`config.mk`:
```
export PLATFORM = sky130hd
export DESIGN_NAME = ram_arbiter
export DESIGN_NICKNAME = d
export VERILOG_FILES = /design/src/rtl/ram_arbiter.sv
export SDC_FILE = /design/constraint.sdc
export NUM_CORES = 1
export LEC_CHECK = 0
export ABC_CLOCK_PERIOD_IN_PS = 7420
export CAP_MARGIN = 20
export CORE_AREA = 2 2 120 122
export DETAILED_ROUTE_END_ITERATION = 10
export DIE_AREA = 0 0 122 124
export GPL_TIMING_DRIVEN = 0
export PLACE_DENSITY = 0.82
export SYNTH_ARGS = -nofsm -noshare
export SYNTH_HDL_FRONTEND = slang
export SYNTH_SLANG_ARGS = --single-unit
```
`constraint.sdc`:
```
create_clock -name clk -period 7.42 [get_ports clk]
set_clock_uncertainty 0.05 [all_clocks]
set_input_delay 1.484 -clock clk [delete_from_list [all_inputs] [get_ports clk]]
set_output_delay 1.484 -clock clk [all_outputs]
set_load 0.01 [all_outputs]
```
`src/rtl/ram_arbiter.sv`:
```
// Two-master arbiter/sequencer for a single-port word RAM.
// Serialises reads, full writes and byte-masked writes (via read-modify-write).
module ram_arbiter #(
    parameter int unsigned SIZE = 1024
) (
    input  logic        clk,
    input  logic        rst_i,

    input  logic        m0_req_i,
    input  logic [31:0] m0_addr_i,
    input  logic [3:0]  m0_we_i,
    input  logic [31:0] m0_wdata_i,
    output logic        m0_gnt_o,
    output logic        m0_rvalid_o,
    output logic [31:0] m0_rdata_o,
    output logic        m0_err_o,

    input  logic        m1_req_i,
    input  logic [31:0] m1_addr_i,
    input  logic [3:0]  m1_we_i,
    input  logic [31:0] m1_wdata_i,
    output logic        m1_gnt_o,
    output logic        m1_rvalid_o,
    output logic [31:0] m1_rdata_o,
    output logic        m1_err_o,

    output logic [31:0] ram_addr_o,
    output logic        ram_en_o,
    output logic [3:0]  ram_we_o,
    output logic [31:0] ram_din_o,
    input  logic [31:0] ram_dout_i
);

    typedef enum logic [1:0] {StIdle, StMerge, StAck} state_e;

    state_e      state_q, state_d;
    logic        last_gnt_q, last_gnt_d;  // 1: m1 was granted last
    logic        owner_q, owner_d;
    logic [29:0] word_q, word_d;
    logic [3:0]  we_q, we_d;
    logic [31:0] wdata_q, wdata_d;
    logic        err_q, err_d;

    logic        any_req;
    logic        sel;
    logic [31:0] req_addr;
    logic [3:0]  req_we;
    logic [31:0] req_wdata;
    logic [29:0] req_word;
    logic        req_oor;
    logic [31:0] ack_rdata;

    // On a tie the master not granted last wins; otherwise the sole requester.
    always_comb begin
        any_req   = m0_req_i | m1_req_i;
        sel       = (m0_req_i && m1_req_i) ? ~last_gnt_q : m1_req_i;
        req_addr  = sel ? m1_addr_i : m0_addr_i;
        req_we    = sel ? m1_we_i : m0_we_i;
        req_wdata = sel ? m1_wdata_i : m0_wdata_i;
        req_word  = req_addr[31:2];
        req_oor   = {2'b00, req_word} >= SIZE;
    end

    always_comb begin
        state_d    = state_q;
        last_gnt_d = last_gnt_q;
        owner_d    = owner_q;
        word_d     = word_q;
        we_d       = we_q;
        wdata_d    = wdata_q;
        err_d      = err_q;

        m0_gnt_o    = 1'b0;
        m1_gnt_o    = 1'b0;
        m0_rvalid_o = 1'b0;
        m1_rvalid_o = 1'b0;
        m0_rdata_o  = '0;
        m1_rdata_o  = '0;
        m0_err_o    = 1'b0;
        m1_err_o    = 1'b0;
        ram_addr_o  = '0;
        ram_en_o    = 1'b0;
        ram_we_o    = 4'h0;
        ram_din_o   = '0;
        ack_rdata   = '0;

        // Reset overrides everything in the same cycle; nothing reaches the RAM.
        if (!rst_i) begin
            unique case (state_q)
                StIdle: begin
                    if (any_req) begin
                        m0_gnt_o   = ~sel;
                        m1_gnt_o   = sel;
                        last_gnt_d = sel;
                        owner_d    = sel;
                        word_d     = req_word;
                        we_d       = req_we;
                        wdata_d    = req_wdata;
                        err_d      = req_oor;
                        if (req_oor) begin
                            state_d = StAck;
                        end else begin
                            ram_en_o   = 1'b1;
                            ram_addr_o = {req_word, 2'b00};
                            if (req_we == 4'hF) begin
                                ram_we_o  = 4'hF;
                                ram_din_o = req_wdata;
                                state_d   = StAck;
                            end else if (req_we == 4'h0) begin
                                state_d = StAck;
                            end else begin
                                state_d = StMerge;
                            end
                        end
                    end
                end
                StMerge: begin
                    ram_en_o   = 1'b1;
                    ram_we_o   = 4'hF;
                    ram_addr_o = {word_q, 2'b00};
                    for (int k = 0; k < 4; k++) begin
                        ram_din_o[8*k +: 8] = we_q[k] ? wdata_q[8*k +: 8]
                                                      : ram_dout_i[8*k +: 8];
                    end
                    state_d = StAck;
                end
                StAck: begin
                    ack_rdata = (we_q == 4'h0 && !err_q) ? ram_dout_i : 32'h0;
                    if (owner_q) begin
                        m1_rvalid_o = 1'b1;
                        m1_rdata_o  = ack_rdata;
                        m1_err_o    = err_q;
                    end else begin
                        m0_rvalid_o = 1'b1;
                        m0_rdata_o  = ack_rdata;
                        m0_err_o    = err_q;
                    end
                    state_d = StIdle;
                end
                default: state_d = StIdle;
            endcase
        end
    end

    always_ff @(posedge clk) begin
        if (rst_i) begin
            state_q    <= StIdle;
            last_gnt_q <= 1'b1;
            owner_q    <= 1'b0;
            word_q     <= '0;
            we_q       <= '0;
            wdata_q    <= '0;
            err_q      <= 1'b0;
        end else begin
            state_q    <= state_d;
            last_gnt_q <= last_gnt_d;
            owner_q    <= owner_d;
            word_q     <= word_d;
            we_q       <= we_d;
            wdata_q    <= wdata_d;
            err_q      <= err_d;
        end
    end

endmodule

```
==> impl_results.md, run 1 <==
* DR vias at roughly 6000
* Layout cell share with drive strength beyond 1 at 0.0920
* Final setup fails at 0
* Synth cell count leaders: 103 x nand2_1, 71 x dfxtp_1, 66 x nor2_1
* Status: finished, final reports clean
* Register area share after synthesis at 0.287
* Worst Path Required at roughly 5.9 ns
* Clock Latency Late Sink at about 0.32 ns
* P&R area growth vs syn at 72.9%
* Num CTS Buffers at 9
* Cell count after synthesis at ~630
* Worst Setup Path Type: in -> out
* PortBufs at 304
* Yosys reg bits at between 70 and 80
* Top-count cell post-synth: nand2_1
* Fmax achieved at around 0.16 GHz
* Number of global-route vias before repair at between 6000 and 7000
* Drt first-iter violations at 520
* Max-slew violation count at 0
* Final ANT Viol Nets at 0
* Gpl congestion at about 0.88
* Die X at 122 um
* Die H at 124 um
* Setup crit start kind: primary input
* Hold Crit Class: reg -> reg
* IO Pins at ~310
* Clock buffer depth at 2
* Clock root buffer: clkbuf_16
* CTS clk-pin slew, worst paths at ~0.06 ns
* Initial Util at 0.361
* Met3 usage at 0.0577
* Post-synth top flop: dfxtp_1
* Largest net degree at the start of global routing at 13
* ANT cells at 0
* VDD IR max at between 0.0001 and 0.00015 V
* First-pass GRT wire length at 33.1 mm
* Period utilization at 0.833
* RSZ-0062 raised after global routing: false
* EDFF count, synth at 0
* DRC violations left at 0
* Place WS at between 1 and 1.5 ns
* FP Rows at 43
* DR WL/cell at 19.3 um
* Core region area at around 14000 um2
* Post-route minimum period at ~6.2 ns
* CTS tree: done
* Setup TNS at 0 ns
* Worst slew margin at 0.419
* Cts hold-fix bufs at 0
* Post-synthesis average cell area at slightly below 8 um2
* Mapped Area at just under 5000 um2
* Worst Path Max Fanout at 10
* M2 GR Usage at 0.499
* Library cells used by synthesis at 38
* Yosys warns at 0
* Antenna violations before repair at 0
* Asr flop ratio synth at 0
* Final hold viol count at 0
* Layout Utilization at 0.624
* GRT Total Usage at 0.283
* CP Capture Type: output pin
* Worst EP arrival at approximately 4.6 ns
* Leakage at 3.35 nW
* H-tree depth at 3
* Met1 usage at 0.345
* Fin nets at 1113
* Yosys top cell by area: dfxtp_1
* Die area at 15100 um2
* Max-cap violations at 0
* Total gr overflow at 0
* Busiest grt layer: met2
* Yosys top cell area share at 0.287
* Slack of the critical path at around 1.2 ns
* Post-CTS setup buffers at 0
* Most area-consuming cells after synthesis: dfxtp_1 29%, and2_1 8.2%, nand2_1 7.8%, mux2_2 7.5%, mux2i_1 6.9%
* TritonRoute pass-1 iters at 5
* Post-CTS Resized at 0
* Post-DP HPWL at between 15 and 20 mm
* Pwr per Cell Area at ~150 nW/um2
* Final WL at about 22 mm
* Worst-Margin Slew at between 0.8 and 0.9 ns
* Clk sinks at 71
* Vias per cell at around 5.3
==> cells by family after synthesis <==
logic type	Yosys count	synth area share
compound gates	128	0.230
flops	71	0.287
mux	67	0.144
simple gates	286	0.275
other cells	1	0.000757
buf+inv	72	0.0641
==> cells in the final DEF (no fill, tap or decap), drive strengths merged, types with 3 or more instances in the layout <==
| master | Yosys | routed |
|---|---|---|
| mux2 | 33 | 33 |
| nor2 | 66 | 66 |
| clkbuf | 42 | 52 |
| clkinv | 0 | 3 |
| nand3 | 4 | 4 |
| o31ai | 11 | 11 |
| a311oi | 24 | 24 |
| and2 | 65 | 65 |
| nand2 | 104 | 104 |
| a22oi | 8 | 8 |
| clkdlybuf4s50 | 0 | 304 |
| nand4 | 4 | 4 |
| buf | 28 | 28 |
| dfxtp | 71 | 71 |
| nor3 | 5 | 5 |
| a211oi | 34 | 34 |
| mux2i | 34 | 34 |
| and3 | 21 | 21 |
| o41ai | 32 | 32 |
| nor4 | 13 | 13 |
| a21oi | 10 | 10 |
| bufinv | 0 | 3 |
==> power breakdown <==
group / total (W) / switching (W) / leakage, nW / internal, W
Combinational: 0.000316 / 0.000156 / 2.59 / 0.000160
Sequential: 0.000437 / 0.0000177 / 0.590 / 0.000419
Clock: 0.000501 / 0.000173 / 0.166 / 0.000328
==> sequential cells by signal (all words and copies together) (netlist names) <==
name,flops
wdata_q,32
word_q,30
we_q,4
state_q,2
err_q,1
last_gnt_q,1
owner_q,1
==> through the flow <==
step	std cells	hold WS, ns	cell area (um2)	total power (W)
6_report	1126	0.406	8560	0.00125
5_1_grt	1126	0.423	8560	0.00131
4_1_cts	1126	0.405	8560	0.00125
3_5_place_dp	1110	0.397	8230	0.000758
3_3_place_gp	1110	0.389	8230	0.000752
2_1_floorplan	626	0.383	4960	0.000595
==> routing by layer <==
metal / up-vias / share of wire
met1: 2786 / 0.42
met2: 252 / 0.49
met5: - / 0
met4: 0 / 0.023
li1: 2893 / -
met3: 33 / 0.067
==> critical path, cell delays in order <==
cell and delay [ns]:
clkdlybuf4s50_1 0.56, a21boi_4 0.40, nand4_1 0.14, a22o_1 0.24
buf_2 0.21, buf_4 0.22, o31ai_1 0.62, buf_4 0.21
clkdlybuf4s50_1 0.54
==> path summary, 6_finish.rpt <==
check | start | end | depth (start not counted) | slack, ns
min | wdata_q[9]$_SDFFE_PP0P_ | wdata_q[9]$_SDFFE_PP0P_ | 2 | 0.41
max | m1_req_i | ram_we_o[3] | 9 | 1.24
max reg2reg | state_q[0]$_SDFFE_PP0P_ | word_q[20]$_SDFFE_PP0P_ | 7 | 5.15
min reg2reg | wdata_q[9]$_SDFFE_PP0P_ | wdata_q[9]$_SDFFE_PP0P_ | 2 | 0.41
==> cell type report <==
cell class / instances / area (um2)
plain buffers: 70 / 310
clock buffers: 10 / 229
clock inverters: 6 / 109
fillers: 1282 / 5150
inverters: 2 / 7.51
multi-input cells: 483 / 3220
flip-flops and latches: 71 / 1420
well taps: 180 / 225
repair buffers: 304 / 3040
No activity file was read; power rests on OpenSTA's default activity.
==> inputs of run 2 (changes only) <==
==> config.mk (replaced) <==
export PLATFORM = sky130hd
export DESIGN_NAME = ram_arbiter
export DESIGN_NICKNAME = d
export VERILOG_FILES = /design/src/rtl/ram_arbiter.sv
export SDC_FILE = /design/constraint.sdc
export NUM_CORES = 1
export LEC_CHECK = 0
export ABC_CLOCK_PERIOD_IN_PS = 5300
export CAP_MARGIN = 20
export CORE_UTILIZATION = 34
export DETAILED_ROUTE_END_ITERATION = 10
export GPL_TIMING_DRIVEN = 0
export PLACE_DENSITY = 0.81
export SYNTH_ARGS = -nofsm -noshare
export SYNTH_HDL_FRONTEND = slang
export SYNTH_SLANG_ARGS = --single-unit
==> constraint.sdc (replaced) <==
create_clock -name clk -period 5.3 [get_ports clk]
set_clock_uncertainty 0.05 [all_clocks]
set_input_delay 1.06 -clock clk [delete_from_list [all_inputs] [get_ports clk]]
set_output_delay 1.06 -clock clk [all_outputs]
set_load 0.01 [all_outputs]
==> run 2 against run 1 <==
Compared with the run above: global-route usage down 0.85 points; sequential power up 40%; cell area down 0.13%; wire length down 1.9%; critical path type unchanged.
==> impl_results.md, run 2 (synthesized netlist as in run 1, its figures left out) <==
* Total gr overflow at 0
* Worst-Margin Slew at around 0.8 ns
* CTS clk-pin slew, worst paths at 0.06 ns
* Placed cell area at 8230 um2
* Number of global-route vias before repair at about 5700
* RSZ-0062 raised after global routing: false
* Core region area at about 14000 um2
* Post-route insts no fill at ~1100
* Pwr per Cell Area at around 200 nW/um2
* Post-DP HPWL at approximately 16 mm
* Final WL at approximately 21 mm
* Status: finished, final reports clean
* Die X at between 100 and 150 um
* GRT Total Usage at 0.275
* CTS tree: done
* Worst Path Max Fanout at 10
* Clock Latency Late Sink at between 0.3 and 0.4 ns
* DRC violations left at 0
* Clock root buffer: clkbuf_16
* First-pass GRT wire length at about 31 mm
* Initial Util at 0.353
* P&R area growth vs syn at 72.6%
* Hold Crit Class: reg -> reg
* Most common cell after layout, fill and taps aside: clkdlybuf4s50_1
* Num CTS Buffers at 9
* Fmax achieved at roughly 0.2 GHz
* Max-slew violation count at 0
* Layout cell share with drive strength beyond 1 at 0.0949
* Final ANT Viol Nets at 0
* Worst slew margin at 0.461
* ANT cells at 0
* Final Cell Area at around 8600 um2
* Die area at ~15000 um2
* FP Rows at 43
* Die H at roughly 120 um
* Final hold viol count at 0
* H-tree depth at 3
* Clock buffer depth at 2
* Fin nets at approximately 1100
* Largest net degree at the start of global routing at 12
* Period utilization at 0.952
* Worst Setup Path Type: in -> out
* Crit path cell chain: clkdlybuf4s50_1, nor4_1, nand4_1, a22o_1, buf_2, buf_4, o31ai_2, buf_4, clkdlybuf4s50_1
* Post-route minimum period at 5.04 ns
* DR vias at slightly above 6000
* Crit path largest cell delay at 0.52 ns
* Vias per cell at about 5.4
* DR WL/cell at between 15 and 20 um
* Gpl congestion at between 0.8 and 0.9
* Slowest CP cell: clkdlybuf4s50_1
* Most frequent cells in the layout: 304 x clkdlybuf4s50_1, 103 x nand2_1, 71 x dfxtp_1
* Setup crit start kind: primary input
* Leakage at ~3.3 nW
* Post-placement cell count at around 1100
* Hold_ws at approximately 0.41 ns
* PortBufs at approximately 300
* Final setup fails at 0
* Worst EP arrival at 3.93 ns
* Slack of the critical path at 0.255 ns
* CP Capture Type: output pin
* Worst Path Required at approximately 4.2 ns
* Top Registers: wdata_q: 32 flops, word_q: 30 flops, we_q: 4 flops
* Antenna violations before repair at 0
* Drt first-iter violations at around 330
* Clk sinks at between 70 and 80
* Largest Register: wdata_q
* TritonRoute pass-1 iters at 5
* Max-cap violations at 0
* VDD IR max at roughly 0.00013 V
* Max reg flops at 32
* Cts hold-fix bufs at 0
* Place WS at -0.0133 ns
* IO Pins at approximately 310
## run 2: area by class of cell
class,count,area [um2]
clock inverters,3,42.5
well taps,180,225
multi-input cells,483,3220
plain buffers,70,310
clock buffers,12,256
flip-flops and latches,71,1420
repair buffers,307,3070
inverters,2,7.51
fillers,1301,5490
## run 2: layer usage
layer | part of all wire | up-vias | routed length, um | track usage
li1 | - | 2897 | - | -
met1 | 0.41 | 2878 | 8830 | 0.342
met2 | 0.50 | 273 | 10600 | 0.471
met3 | 0.072 | 26 | 1530 | 0.0586
met4 | 0.017 | 0 | 365 | 0.0869
met5 | 0 | - | 0 | 0
## run 2: stage by stage
| stage | TNS (ns) | utilization | power (W) |
|---|---|---|---|
| floorplan | 0 | - | 0.000833 |
| global placement | 0 | 0.586 | 0.00105 |
| detailed placement | -0.0377 | 0.586 | 0.00106 |
| CTS | 0 | 0.608 | 0.00168 |
| global route | 0 | 0.609 | 0.00174 |
| finish | 0 | 0.609 | 0.00168 |
## run 2: path summary, 6_finish.rpt
path,from,endpoint,slack (ns),cells after the start
worst max register to register,state_q[0]$_SDFFE_PP0P_,word_q[18]$_SDFFE_PP0P_,3.10,7
worst min-delay path,wdata_q[8]$_SDFFE_PP0P_,wdata_q[8]$_SDFFE_PP0P_,0.41,2
worst min register to register,wdata_q[8]$_SDFFE_PP0P_,wdata_q[8]$_SDFFE_PP0P_,0.41,2
worst max-delay path,m0_addr_i[30],ram_we_o[3],0.26,9
## run 2: critical path: cells and delay by family
kind                   cells  cell delay, ns
AO/OA/AOI/OAI              2            0.69
buffers and inverters      5            1.59
AND/OR/NAND/NOR            2            0.58
## run 2: report_power, final
part           total, W  internal [W]  switching (W)
logic          0.000444      0.000226       0.000218
registers      0.000611      0.000587      0.0000243
clock network  0.000621      0.000387       0.000234
## run 2: what timing repair did
item | 4_1_cts | 5_1_grt
setup buffers | 0 | 3
endpoints found under the setup margin | 3 | 3
resized for setup | 1 | 0
